### src/rtl/loader_pkg.sv
// Shared types and defaults for the instruction-memory program loader.
package loader_pkg;

   localparam int DEPTH_DEFAULT = 64;

   typedef enum logic [2:0] {
      IDLE,
      HDR,
      BYTE,
      WRITE,
      DONE,
      ERR
   } state_t;

endpackage

### src/rtl/instr_loader_if.sv
// Byte receive stream plus instruction-memory write port of the program loader.
interface instr_loader_if import loader_pkg::*; #(
   parameter int ADDR_W = $clog2(DEPTH_DEFAULT)
);

   logic              rx_valid;
   logic [7:0]        rx_data;
   logic              rx_ready;
   logic              wr_en;
   logic [ADDR_W-1:0] wr_addr;
   logic [31:0]       wr_data;
   logic              wr_ready;

   // The loader is the master: it consumes the byte stream and issues writes.
   modport master (
      input  rx_valid, rx_data, wr_ready,
      output rx_ready, wr_en, wr_addr, wr_data
   );

   modport slave (
      output rx_valid, rx_data, wr_ready,
      input  rx_ready, wr_en, wr_addr, wr_data
   );

endinterface

### src/rtl/word_assembler.sv
// Packs four consecutive bytes into a little-endian 32-bit word.
module word_assembler (
   input  logic        clk,
   input  logic        rst,
   input  logic        clear,
   input  logic        byte_valid,
   input  logic [7:0]  byte_in,
   output logic [31:0] word,
   output logic        word_full
);

   logic [1:0]  lane_q, lane_d;
   logic [31:0] word_q, word_d;

   always_comb begin
      lane_d = lane_q;
      word_d = word_q;
      if (clear) begin
         lane_d = 2'd0;
         word_d = 32'h0;
      end else if (byte_valid) begin
         case (lane_q)
            2'd0:    word_d[7:0]   = byte_in;
            2'd1:    word_d[15:8]  = byte_in;
            2'd2:    word_d[23:16] = byte_in;
            default: word_d[31:24] = byte_in;
         endcase
         lane_d = lane_q + 2'd1;
      end
   end

   always_ff @(posedge clk or negedge rst) begin
      if (!rst) begin
         lane_q <= 2'd0;
         word_q <= 32'h0;
      end else begin
         lane_q <= lane_d;
         word_q <= word_d;
      end
   end

   // Asserted on the cycle the last lane is being captured; the word is complete next cycle.
   assign word_full = byte_valid & ~clear & (lane_q == 2'd3);
   assign word      = word_q;

endmodule

### src/rtl/instr_loader.sv
// Loads a length-prefixed byte stream into instruction memory while holding the core.
module instr_loader import loader_pkg::*; #(
   parameter int DEPTH  = DEPTH_DEFAULT,
   parameter int ADDR_W = $clog2(DEPTH)
) (
   input  logic            clk,
   input  logic            rst,
   input  logic            start,
   instr_loader_if.master  bus,
   output logic            core_hold,
   output logic            loading,
   output logic            done,
   output logic            overflow,
   output logic [ADDR_W:0] word_count
);

   state_t            state_q, state_d;
   logic              start_q;
   logic [7:0]        n_q, n_d;
   logic [ADDR_W-1:0] addr_q, addr_d;
   logic [ADDR_W:0]   word_count_q, word_count_d;
   logic [ADDR_W:0]   count_inc;
   logic              start_edge;
   logic              asm_clear;
   logic              asm_valid;
   logic              asm_full;
   logic [31:0]       asm_word;

   assign start_edge = start & ~start_q;
   assign count_inc  = word_count_q + 1'b1;
   assign asm_clear  = (state_q == HDR);
   assign asm_valid  = (state_q == BYTE) & bus.rx_valid;

   word_assembler u_asm (
      .clk       (clk),
      .rst       (rst),
      .clear     (asm_clear),
      .byte_valid(asm_valid),
      .byte_in   (bus.rx_data),
      .word      (asm_word),
      .word_full (asm_full)
   );

   always_comb begin
      state_d      = state_q;
      n_d          = n_q;
      addr_d       = addr_q;
      word_count_d = word_count_q;
      bus.rx_ready = 1'b0;
      bus.wr_en    = 1'b0;
      bus.wr_addr  = addr_q;
      bus.wr_data  = asm_word;
      core_hold    = 1'b0;
      loading      = 1'b0;
      done         = 1'b0;
      overflow     = 1'b0;
      case (state_q)
         IDLE: begin
            if (start_edge) state_d = HDR;
         end
         HDR: begin
            bus.rx_ready = 1'b1;
            core_hold    = 1'b1;
            loading      = 1'b1;
            if (bus.rx_valid) begin
               n_d          = bus.rx_data;
               word_count_d = '0;
               addr_d       = '0;
               if (bus.rx_data == 8'd0)              state_d = DONE;
               else if (32'(bus.rx_data) > DEPTH)    state_d = ERR;
               else                                  state_d = BYTE;
            end
         end
         BYTE: begin
            bus.rx_ready = 1'b1;
            core_hold    = 1'b1;
            loading      = 1'b1;
            if (asm_full) state_d = WRITE;
         end
         WRITE: begin
            bus.wr_en = 1'b1;
            core_hold = 1'b1;
            loading   = 1'b1;
            // The address is not advanced past the final word so it never wraps.
            if (bus.wr_ready) begin
               word_count_d = count_inc;
               if (8'(count_inc) == n_q) begin
                  state_d = DONE;
               end else begin
                  addr_d  = addr_q + 1'b1;
                  state_d = BYTE;
               end
            end
         end
         DONE: begin
            done = 1'b1;
            if (start_edge) state_d = HDR;
         end
         ERR: begin
            overflow = 1'b1;
            if (start_edge) state_d = HDR;
         end
         default: state_d = IDLE;
      endcase
   end

   always_ff @(posedge clk or negedge rst) begin
      if (!rst) begin
         state_q      <= IDLE;
         start_q      <= 1'b0;
         n_q          <= 8'd0;
         addr_q       <= '0;
         word_count_q <= '0;
      end else begin
         state_q      <= state_d;
         start_q      <= start;
         n_q          <= n_d;
         addr_q       <= addr_d;
         word_count_q <= word_count_d;
      end
   end

   assign word_count = word_count_q;

endmodule
### src/flat_wrapper.sv
// flat-port wrapper written by rule: the top's interface ports become plain ports
module instr_loader_flat import loader_pkg::*;
#(
   parameter int DEPTH  = DEPTH_DEFAULT,
   parameter int ADDR_W = $clog2(DEPTH)
)
  (clk, rst, start, core_hold, loading, done, overflow, word_count, bus_rx_valid, bus_rx_data, bus_wr_ready, bus_rx_ready, bus_wr_en, bus_wr_addr, bus_wr_data);
  instr_loader_if #(.ADDR_W(ADDR_W)) bus_i ();
  input  logic clk;
  input  logic rst;
  input  logic start;
  output logic core_hold;
  output logic loading;
  output logic done;
  output logic overflow;
  output logic [ADDR_W:0] word_count;
  input wire logic [$bits(bus_i.rx_valid)-1:0] bus_rx_valid;
  input wire logic [$bits(bus_i.rx_data)-1:0] bus_rx_data;
  input wire logic [$bits(bus_i.wr_ready)-1:0] bus_wr_ready;
  output wire logic [$bits(bus_i.rx_ready)-1:0] bus_rx_ready;
  output wire logic [$bits(bus_i.wr_en)-1:0] bus_wr_en;
  output wire logic [$bits(bus_i.wr_addr)-1:0] bus_wr_addr;
  output wire logic [$bits(bus_i.wr_data)-1:0] bus_wr_data;
  assign bus_i.rx_valid = bus_rx_valid;
  assign bus_i.rx_data = bus_rx_data;
  assign bus_i.wr_ready = bus_wr_ready;
  assign bus_rx_ready = bus_i.rx_ready;
  assign bus_wr_en = bus_i.wr_en;
  assign bus_wr_addr = bus_i.wr_addr;
  assign bus_wr_data = bus_i.wr_data;
  instr_loader #(.DEPTH(DEPTH), .ADDR_W(ADDR_W)) u_core (.clk(clk), .rst(rst), .start(start), .bus(bus_i), .core_hold(core_hold), .loading(loading), .done(done), .overflow(overflow), .word_count(word_count));
endmodule
### config.mk
export PLATFORM = sky130hd
export DESIGN_NAME = instr_loader_flat
export DESIGN_NICKNAME = d
export VERILOG_FILES = /design/src/rtl/loader_pkg.sv /design/src/rtl/instr_loader_if.sv /design/src/rtl/word_assembler.sv /design/src/rtl/instr_loader.sv /design/src/flat_wrapper.sv
export SDC_FILE = /design/constraint.sdc
export NUM_CORES = 1
export LEC_CHECK = 0
export CAP_MARGIN = 20
export CORE_MARGIN = 4
export CORE_UTILIZATION = 55
export DETAILED_ROUTE_END_ITERATION = 12
export PLACE_DENSITY = 0.91
export SKIP_CTS_REPAIR_TIMING = 1
export SLEW_MARGIN = 20
export SYNTH_ARGS = -nofsm -noshare
export SYNTH_HDL_FRONTEND = slang
export SYNTH_HIERARCHICAL = 1
export SYNTH_SLANG_ARGS = --single-unit
### constraint.sdc
create_clock -name clk -period 4.83 [get_ports clk]
set_input_delay 0.7245 -clock clk [delete_from_list [all_inputs] [get_ports clk]]
set_output_delay 0.7245 -clock clk [all_outputs]
set_load 0.05 [all_outputs]
### Word-level counts from Yosys, hierarchy flattened

Index checks and enable logic that the tools add are counted.

| operators by class | value |
|---|---|
| add/sub/neg operators | 3 |
| magnitude comparators | 1 |
| eq/ne operators | 15 |
| mux-type cells | 28 |
| bitwise logic cells | 6 |
| reduce and logical (&&, ||, !) cells | 20 |

Operators with widths:

| kind | number |
|---|---|
| $mux W32 | 2 |
| $mux W8 | 4 |
| $mux W3 | 7 |
| $mux W6 | 3 |
| $mux W7 | 2 |
| $pmux W7 S2 | 1 |
| $pmux W3 S4 | 1 |
| $pmux W6 S2 | 1 |
| $reduce_and A2 Y1 | 5 |
| $reduce_bool A2 Y1 | 5 |
| $reduce_or A3 Y1 | 3 |
| $eq A7 B8 Y1 | 1 |
| $gt A8 B7 Y1 const B | 1 |
| $logic_not A8 Y1 | 1 |
| $reduce_and A4 Y1 | 2 |
| $add A7 B1 Y7 const B | 1 |
| $add A6 B1 Y6 const B | 1 |
| $eq A3 B2 Y1 const B | 2 |
| $eq A3 B3 Y1 const B | 2 |
| $ne A2 B1 Y1 const B | 3 |
| $ne A2 B2 Y1 const B | 3 |
| $mux W1 | 5 |
| $and A1 B1 Y1 | 4 |
| $eq A2 B2 Y1 const B | 2 |
| 9 further kinds | 11 |

| storage, ports and cells | value |
|---|---|
| register bits after elaboration | 59 |
| bits of input ports | 13 |
| output and inout port bits | 51 |
| logic and storage cells | 83 |

### Depth between registers and ports, before layout

| depth | value |
|---|---|
| word-level depth | 6 |
| mapped depth | 9 |
| depth with buffers taken out | 7 |

### Cells and area by module

The synthesis kept the hierarchy.

Modules (own cells, without submodules):

| module | times used | cells an instance | area an instance (µm²) | seq. area each (µm²) |
|---|---|---|---|---|
| word_assembler | 1 | 131 | 1615.3 | 850.8 |
| instr_loader | 1 | 155 | 1491.4 | 625.6 |

### Least setup slack after synthesis

OpenSTA, ideal clock, no wires.

| path | value |
|---|---|
| path type | reg2out |
| start | register u_core.state_q[1] |
| end | output port loading |
| arrival time | 1916 ps |
| required time | 4106 ps |
| setup slack | 2190 ps |
| stages on the path, launching flop included | 6 |
| buffers on the path | 3 |
| cells stage by stage | dfrtp_1 clkbuf_1 clkbuf_1 nor2_1 nor2_1 buf_4 |

| between the ends | value |
|---|---|
| word-level cells in the longest chain between the ends | 3 |
| elaborated cells between the ends (all ways) | 5 |
| classes of those cells | eq/ne: 3; mux: 1; reduce/logical: 1 |

RTL lines:

| what | line | RTL |
|---|---|---|
| start: declaration | instr_loader.sv:17 | `state_t state_q, state_d;` |
| start signal: assignment | instr_loader.sv:115 | `state_q <= state_d;` |
| $eq A3 B1 Y1 / $eq A3 B2 Y1 (equally long branches) | n/a |  |
| $reduce_or A3 Y1 (no line) (*) | n/a |  |
| $mux W1 (*) | n/a |  |
| end: declaration | flat_wrapper.sv:13 | `output logic loading;` |

Every way passes the cells marked *; elsewhere a longest branch is shown, timed or not.

### Worst setup path in the final report

| path | value |
|---|---|
| start | register u_core.state_q[0] |
| end | output port bus_wr_en |

| between the ends | value |
|---|---|
| word-level cells in the longest chain between the ends | 2 |

RTL lines:

| what | line | RTL |
|---|---|---|
| $eq A3 B2 Y1 | instr_loader.sv:57 | `case (state_q)` |
| $mux W1 | instr_loader.sv:57 |  |
| end: declaration | flat_wrapper.sv:21 | `output wire logic [$bits(bus_i.wr_en)-1:0] bus_wr_en;` |

No other way between the ends.

==> reports/results.txt <==
fin worst setup slack = 1.76 ns
Internal Dissipation = 1.12 mW
overflow left after global routing = 0
initial antenna violation count = 0
final setup violation count = 0
1st-iter DRT viols = 146
arrival time worst endpoint = 2.35 ns
crit path launch type = flop
area fraction of the dominant cell type after synthesis = 47.5%
commonest cells after routing, fill and taps aside = clkdlybuf4s50_1 (62), dfrtp_1 (59), nand2b_1 (42)
Inserted Clock Buffers = 9
Reg2Reg Depth = 7
Final Critical Period = 3.07 ns
Place WS = 1.78 ns
final worst path period share = 63.6%
maximum VDD drop = 0.605 mV
r2r endpoint = u_core/bus.wr_addr[2]$_DFFE_PN0P_
cells after synthesis = 286
hold depth = 1
area grow syn2layout = 27.1%
synth top area cells = dfrtp_1 (48%), mux2i_1 (12%), nand2b_1 (8.5%), ha_1 (2.8%), xnor2_1 (2.5%)
Critical Path RT = 4.11 ns
crit end category = output pin
H-tree level count = 3
RR Startpoint = u_core/word_count[0]$_DFFE_PN0P_
FP Rows = 27
Worst Hold Launch = u_core/n_q[7]$_DFFE_PN0P_
CTS tree = done
skew final = 0.00422 ns
Worst-Skew Late Latency = 0.33 ns
commonest non-fill, non-tap cell in the layout = clkdlybuf4s50_1
first-pass GRT wire length = 11,900 um
layout net count = 367
share of synthesized registers carrying an async set or reset = 100%
Routed WL = 7050 um
RSZ-0062 raised after global routing = false
Hold WC Path Type = flop to flop
sequential fraction of the synthesis area = 47.5%
drt via density = 5.55
Global Route Usage Sum = 21.1%
final instance area = 3950 um^2
clk slew on worst S/H paths = 0.06 ns
drt pass-1 iters = 4
R2R Setup Slk = 2.69 ns
Synth Warn # = 6
Synth cell types = 50
number of global-route vias before repair = 2,518
run status = completed
wire length per cell = 16.6 um
leading area contributor after synthesis = dfrtp_1
Crit Path Class = flop to output pin
Final Hold Viols = 0
Critical-path top delay cell = clkdlybuf4s50_1
Sw Share = 39.5%
final core occ = 71.7%
post-detailed-route count of antenna-violating nets = 0
die width = 83.2 um
Main synth FF type = dfrtp_1
placed inst area = 3750 um^2
routed via count = 2,355
Synthesized Nets = 306
worst-case clock buffer depth = 2
# diodes = 0
Final Max Slew Viols = 0
clock network fraction of total power = 23.9%
share of layout cells above drive strength 1 = 10.2%
Worst Tran Pin Value = 0.733 ns
relative slew slack = 51.1%
Cell Pwr Density = 467 nW/um^2
Gate power share = 40.4%
crit path launch = u_core/state_q[0]$_DFFE_PN0P_
P_sw = 0.729 mW
Post-Layout Cell Count = 424
Placer Congestion = 0.840
max-cap viol count = 0
port bufs = 63
Placed Cells incl. Taps = 408
residual DRC count = 0
fmax = 0.325 GHz
post-synthesis area per instance = 10.9 um^2
dpl hpwl = 4750 um
largest net degree at the start of global routing = 60
largest fanout on the critical path = 10
die area = 6910 um^2
WHS Endpoint = u_core/n_q[7]$_DFFE_PN0P_
mapped cell area = 3110 um^2
register share of total power = 35.7%
Seq cells post-synth = 59
Core Region = 5510 um^2
Die Ht = 83.2 um
IO Pins = 64
initial core utilization = 56.4%
clock sink count = 59
Critical Path Max Stage Delay = 0.82 ns
CP Cell Sequence = nor2b_1 -> nand2_1 -> inv_2 -> clkdlybuf4s50_1
TNS Setup = 0 ns
Leakage = 1.82 nW
Post-synth EDFFs = 0
CTS root buffer = clkbuf_8
## area by class of cell
| cell class | count | area, um^2 |
|---|---|---|
| Fill cell | 376 | 1560 |
| Clock inverter | 5 | 52.6 |
| Clock buffer | 11 | 141 |
| Tap cell | 72 | 90.1 |
| Multi-Input combinational cell | 207 | 1530 |
| Inverter | 5 | 18.8 |
| Sequential cell | 59 | 1480 |
| Timing Repair Buffer | 65 | 641 |
## logic make-up after synthesis
| logic type | share of synthesized area (%) |
|---|---|
| multiplexers | 14.9 |
| buffers and inverters | 3.54 |
| adder cells (fa/ha/maj) | 2.82 |
| AND/OR/NAND/NOR | 19.6 |
| AO/OA/AOI/OAI | 8.30 |
| XOR/XNOR | 3.38 |
| flip-flops | 47.5 |
## synth_stat cells, types with 2 or more instances
cell type,count
o31ai_1,3
nand3b_1,2
dfrtp_1,59
clkbuf_1,6
a21o_1,3
a21oi_1,2
ha_1,7
inv_1,4
xor2_1,3
nand2b_1,42
o21ai_0,10
mux2i_1,36
xnor2_1,9
and3_1,3
buf_4,2
nor2_1,15
mux2_2,5
buf_2,4
and2_4,2
nand3_1,5
nor3_1,6
buf_6,3
nand2_2,3
nor2b_1,2
o22ai_1,2
a31oi_1,2
nand2_1,20
mux2_1,4
## worst max-delay path, delay by kind of cell (launching register included)
kind	cells	cell delay (ns)
DFF	1	0.53
and+or+nand+nor	2	0.52
buffers and inverters	2	0.97
## power by group through the flow
stage | Combinational [mW] | Sequential (mW) | Clock [mW]
finish | 0.745 | 0.659 | 0.440
detailed placement | 0.734 | 0.665 | 0
floorplan | 0.534 | 0.682 | 0
CTS | 0.744 | 0.657 | 0.449
global placement | 0.717 | 0.658 | 0
global route | 0.795 | 0.671 | 0.476
## routing by layer
metal | share of wire, % | vias to the layer above | wire length (um) | track usage [%]
li1 | - | 1101 | - | -
met5 | 0 | - | 0 | 0
met1 | 43 | 1183 | 3060 | 25.4
met2 | 51 | 61 | 3590 | 35.9
met3 | 4.0 | 10 | 280 | 6.15
met4 | 1.8 | 0 | 124 | 8.02
## metrics by stage
step,power (mW),hold WS [ns]
floorplan,1.22,0.429
global placement,1.38,0.477
detailed placement,1.40,0.491
CTS,1.85,0.505
global route,1.94,0.531
finish,1.84,0.509
## flip-flops by register name (all words and copies together) (netlist names)
| name | cells |
|---|---|
| u_core/u_asm/word | 32 |
| u_core/start_q | 1 |
| u_core/state_q | 3 |
| u_core/word_count | 7 |
| u_core/u_asm/lane_q | 2 |
| u_core/n_q | 8 |
| u_core/bus.wr_addr | 6 |
## how the worst max path moves through the flow
| stage | to | slack, ns | cells after the start |
|---|---|---|---|
| global placement | u_core/u_asm/word[3]$_DFFE_PN0P_ | 1.92 | 5 |
| finish | bus_wr_en | 1.76 | 4 |
| global route | bus_wr_en | 1.57 | 4 |
| floorplan | loading | 2.19 | 5 |
| CTS | bus_wr_en | 1.78 | 4 |
| detailed placement | u_core/u_asm/word[5]$_DFFE_PN0P_ | 1.78 | 5 |
Note: power is estimated with default switching activity, not from simulation.
